==> src/rtl/gray_bcd_converter.sv <==
// Handshaked binary<->Gray converter with iterative double-dabble BCD readout
// of both the accepted word and the converted word.
//
// state   | meaning
// --------+-------------------------------------------------------------
// IDLE    | in_ready high, waiting for a word
// CONVERT | one double-dabble step per cycle on both engines
// DONE    | out_valid high, results held until out_ready
module gray_bcd_converter #(
    parameter int WIDTH  = 8,
    parameter int DIGITS = 3
) (
    input  logic                  clk,
    input  logic                  rst,
    input  logic                  in_valid,
    output logic                  in_ready,
    input  logic [WIDTH-1:0]      data_in,
    input  logic                  mode,
    output logic                  out_valid,
    input  logic                  out_ready,
    output logic [WIDTH-1:0]      data_out,
    output logic [4*DIGITS-1:0]   bcd_in,
    output logic [4*DIGITS-1:0]   bcd_out,
    output logic                  mode_out
);

    function automatic longint pow10(input int n);
        longint p;
        p = 1;
        for (int i = 0; i < n; i++) p = p * 10;
        return p;
    endfunction

    localparam longint MAX_VALUE = (longint'(1) << WIDTH) - 1;
    localparam int     CW        = $clog2(WIDTH);
    localparam logic [CW-1:0] LAST_STEP = CW'(WIDTH - 1);

    generate
        if (WIDTH < 2 || WIDTH > 16 || pow10(DIGITS) <= MAX_VALUE) begin : g_bad_params
            $error("gray_bcd_converter: WIDTH must be 2..16 and DIGITS must hold 2^WIDTH-1");
        end
    endgenerate

    typedef enum logic [1:0] {IDLE, CONVERT, DONE} state_t;

    state_t            state;
    logic [CW-1:0]     step;
    logic [WIDTH-1:0]  val_a;
    logic [WIDTH-1:0]  val_b;
    logic [WIDTH-1:0]  conv;
    logic [4*DIGITS-1:0] adj_a;
    logic [4*DIGITS-1:0] adj_b;

    function automatic logic [4*DIGITS-1:0] dabble_adjust(input logic [4*DIGITS-1:0] b);
        logic [4*DIGITS-1:0] r;
        r = b;
        for (int d = 0; d < DIGITS; d++) begin
            if (b[4*d +: 4] >= 4'd5) r[4*d +: 4] = b[4*d +: 4] + 4'd3;
        end
        return r;
    endfunction

    // Gray->binary is a running XOR from the MSB down.
    always_comb begin
        logic acc;
        conv = '0;
        acc  = 1'b0;
        if (mode) begin
            for (int i = WIDTH - 1; i >= 0; i--) begin
                acc     = acc ^ data_in[i];
                conv[i] = acc;
            end
        end else begin
            conv = data_in ^ (data_in >> 1);
        end
    end

    assign adj_a    = dabble_adjust(bcd_in);
    assign adj_b    = dabble_adjust(bcd_out);
    assign in_ready = (state == IDLE) && !rst;

    always_ff @(posedge clk or posedge rst) begin
        if (rst) begin
            state     <= IDLE;
            step      <= '0;
            val_a     <= '0;
            val_b     <= '0;
            data_out  <= '0;
            bcd_in    <= '0;
            bcd_out   <= '0;
            mode_out  <= 1'b0;
            out_valid <= 1'b0;
        end else begin
            case (state)
                IDLE: begin
                    if (in_valid) begin
                        val_a    <= data_in;
                        val_b    <= conv;
                        data_out <= conv;
                        mode_out <= mode;
                        bcd_in   <= '0;
                        bcd_out  <= '0;
                        step     <= '0;
                        state    <= CONVERT;
                    end
                end
                CONVERT: begin
                    bcd_in  <= {adj_a[4*DIGITS-2:0], val_a[WIDTH-1]};
                    val_a   <= {val_a[WIDTH-2:0], 1'b0};
                    bcd_out <= {adj_b[4*DIGITS-2:0], val_b[WIDTH-1]};
                    val_b   <= {val_b[WIDTH-2:0], 1'b0};
                    step    <= step + CW'(1);
                    if (step == LAST_STEP) begin
                        state     <= DONE;
                        out_valid <= 1'b1;
                    end
                end
                DONE: begin
                    if (out_ready) begin
                        out_valid <= 1'b0;
                        state     <= IDLE;
                    end
                end
                default: state <= IDLE;
            endcase
        end
    end

endmodule

==> config.mk <==
export PLATFORM = sky130hd
export DESIGN_NAME = gray_bcd_converter
export DESIGN_NICKNAME = d
export VERILOG_FILES = /design/src/rtl/gray_bcd_converter.sv
export SDC_FILE = /design/constraint.sdc
export NUM_CORES = 1
export LEC_CHECK = 0
export CAP_MARGIN = 25
export CORE_MARGIN = 3
export CORE_UTILIZATION = 45
export CTS_CLUSTER_DIAMETER = 80
export DETAILED_ROUTE_END_ITERATION = 16
export PLACE_DENSITY = 0.7
export SLEW_MARGIN = 20
export SYNTH_ARGS = -nofsm -noshare
export SYNTH_HDL_FRONTEND = slang
export SYNTH_SLANG_ARGS = --single-unit
==> constraint.sdc <==
create_clock -name clk -period 5.2 [get_ports clk]
set_clock_uncertainty 0.05 [all_clocks]
set_input_delay 0.78 -clock clk [delete_from_list [all_inputs] [get_ports clk]]
set_output_delay 0.78 -clock clk [all_outputs]
set_load 0.01 [all_outputs]
==> flow_metrics.tcl <==
set metrics [dict create \
    outcome "finished, final reports clean" \
    postCtsHoldBufs 0 \
    hp-start "val_b[7]" \
    dieWidth_um 86.7 \
    root_buffer "clkbuf_8" \
    avgSynthCellArea_um2 9.11 \
    fin_tns_setup_ns 0 \
    rows 28 \
    drc_errors 0 \
    dp.cells 432 \
    core_um2 6130 \
    irDropWorstVdd_uv 297 \
    endpoint_kind "primary output" \
    synth_edf_count 0 \
    synth_top_area_share_pct 46.9 \
    min_period_ns 2.74 \
    rsz0062_at_grt "false" \
    ys.flop_type "dfrtp_1" \
    synth_area_um2 2930 \
    dpl.hpwl_um 4180 \
    final_cell_area_um2 3590 \
    grt_pass1_wl_um 10700 \
    gr-usage-all-layers_pct 17.4 \
    worstMarginPinSlew_ns 0.753 \
    cts_setup_buffers 0 \
    finalHoldViolations 0 \
    max-slew-margin-rel_pct 49.7 \
    fmax_mhz 364 \
    fin_cells 440 \
    synthArstFlopShare_pct 100 \
    cts_tree "done" \
    yosysUniqueCellTypes 31 \
    die_h_um 86.7 \
    powerDensity_nw_per_um2 595 \
    route.vias.total 2405 \
    cts_sinks 55 \
    drive_above_1_share_pct 4.11 \
    gp_congestion 0.799 \
    antenna_cells 0 \
    ys_seq_area_share_pct 46.9 \
    clk_path_buf_depth 2 \
    drv_cap 0 \
    worst-setup-path-type "primary input to primary output" \
    r2r-end "val_a[1]" \
    start_util_pct 47.9 \
    port-buffer-count 47 \
    antenna_found_initial 0 \
    cp_max_fo 2 \
    cts_made_buffers 5 \
    maxSlewViolCount 0 \
    r2r_setup_slack_ns 2.83 \
    cp.required_ns 4.37 \
    worstPathArrival_ns 1.91 \
    placed_cell_area_um2 3460 \
    ff2ff_path_depth 5 \
    ys_warn_count 0 \
    hold_class "flop to flop" \
    via_per_inst 5.47 \
    area_growth_pct 22.3 \
    synthTopCellsByArea "dfrtp_1, nand2_1, o21ai_0, ha_1, xnor2_1" \
    finalCritPeriodShare_pct 52.8 \
    layout_setup_ws_ns 2.46 \
    grt_pass1_vias 2294 \
    synth_top_area_cell "dfrtp_1" \
    grt.overflow.total 0 \
    drtIter0Drc 124 \
    antenna_left 0 \
    postRouteWirelength_um 6130 \
    critPathLaunchType "primary input" \
    first_pass_iters 4 \
    ys_ff_latch 55 \
    p_leak_nw 1.58 \
    nets 391 \
    clk_pin_slew_worst_paths_ns 0.10 \
    synth_nets 349 \
    whs_path_depth 2 \
    h-tree-depth 2 \
    ctsResizeCount 0 \
    holdWs_ns 0.428 \
    min_to "bcd_out[0]" \
    dieArea_um2 7520 \
    io_pins 48 \
    grt_max_degree 56 \
    post_drt_wl_per_cell_um 13.9 \
    syn_inst 322 \
    dp_slack_ns 2.30 \
    reg2reg_from "state[0]" \
    finalSetupViolCount 0 \
    clk_latency_ns 0.31 \
]
-- registers in the layout (all words and copies together) (netlist names) --
signal	flops
state	2
bcd_in	12
val_b	8
data_out	8
out_valid	1
step	3
val_a	8
bcd_out	12
mode_out	1
-- worst max-delay path, cell delays in order --
cell	delay, ns
clkdlybuf4s50_1	0.43
nor3_1	0.14
clkdlybuf4s50_1	0.56
-- where the power goes --
group          switching (mW)  internal (mW)
sequential              0.180          0.614
clock                   0.141          0.193
combinational           0.519          0.487
-- through the flow --
stage / power [mW] / utilization [%]
finish: 2.13 / 58.6
global route: 2.32 / 58.6
CTS: 2.15 / 58.6
detailed placement: 1.82 / 56.4
global placement: 1.78 / 56.4
floorplan: 1.43 / -
-- cells in the mapped netlist, types with 3 or more instances --
master,count
nor2_1,18
o21ai_1,4
buf_2,3
a22o_1,6
dfrtp_1,55
a31oi_1,6
nand3_1,20
o31ai_1,7
xnor2_1,16
a22oi_1,5
o21ai_0,36
clkbuf_1,9
buf_1,3
a21oi_1,14
nand2b_1,6
inv_1,15
xor2_1,8
ha_1,14
nand2_1,63
-- cell usage in the layout, fill, tap and decap left out, types with 4 or more instances in the layout --
cell type,count
a21oi_1,14
a22o_1,6
a22oi_1,5
a31oi_1,6
buf_4,4
clkbuf_8,5
clkdlybuf4s50_1,47
dfrtp_1,55
ha_1,14
inv_1,14
nand2_1,63
nand2b_1,6
nand3_1,20
nor2_1,18
o21ai_0,35
o21ai_1,5
o31ai_1,7
xnor2_1,16
xor2_1,8
-- layer usage --
layer  wire length, um  track usage (%)  vias up  part of all wire [%]
li1                  -                -     1170                     -
met1              2930             24.1     1159                    48
met2              2900             29.3       71                    47
met3               260             2.76        5                   4.2
met4                42             2.97        0                  0.68
met5                 0                0        -                     0
-- area by class of cell --
type / instances / area, um2
Fill cell: 525 / 2540
Multi-Input combinational cell: 236 / 1430
Sequential cell: 55 / 1380
Timing Repair Buffer: 51 / 500
Tap cell: 75 / 93.8
Clock buffer: 6 / 72.6
Clock inverter: 2 / 60.1
Inverter: 15 / 56.3
-- how the worst max path moves through the flow --
stage	startpoint	end	slack (ns)
2_1_floorplan	rst	bcd_in[0]	3.03
3_3_place_gp	in_valid	bcd_out[5]	2.37
3_5_place_dp	in_valid	bcd_out[1]	2.30
4_1_cts	rst	in_ready	2.46
5_1_grt	rst	in_ready	2.37
6_report	rst	in_ready	2.46
-- cell families (layout without fill, tap and decap cells) --
group / count (synthesis) / after routing / share of synthesized area (%)
and+or+nand+nor: 114 / 114 / 16.6
buffers and inverters: 31 / 74 / 4.35
xor gates and xnor gates: 28 / 28 / 10.2
adders and majority gates: 14 / 14 / 5.97
AOI/OAI and AO/OA: 80 / 80 / 15.9
DFF: 55 / 55 / 46.9
No activity file was read; power rests on OpenSTA's default activity.
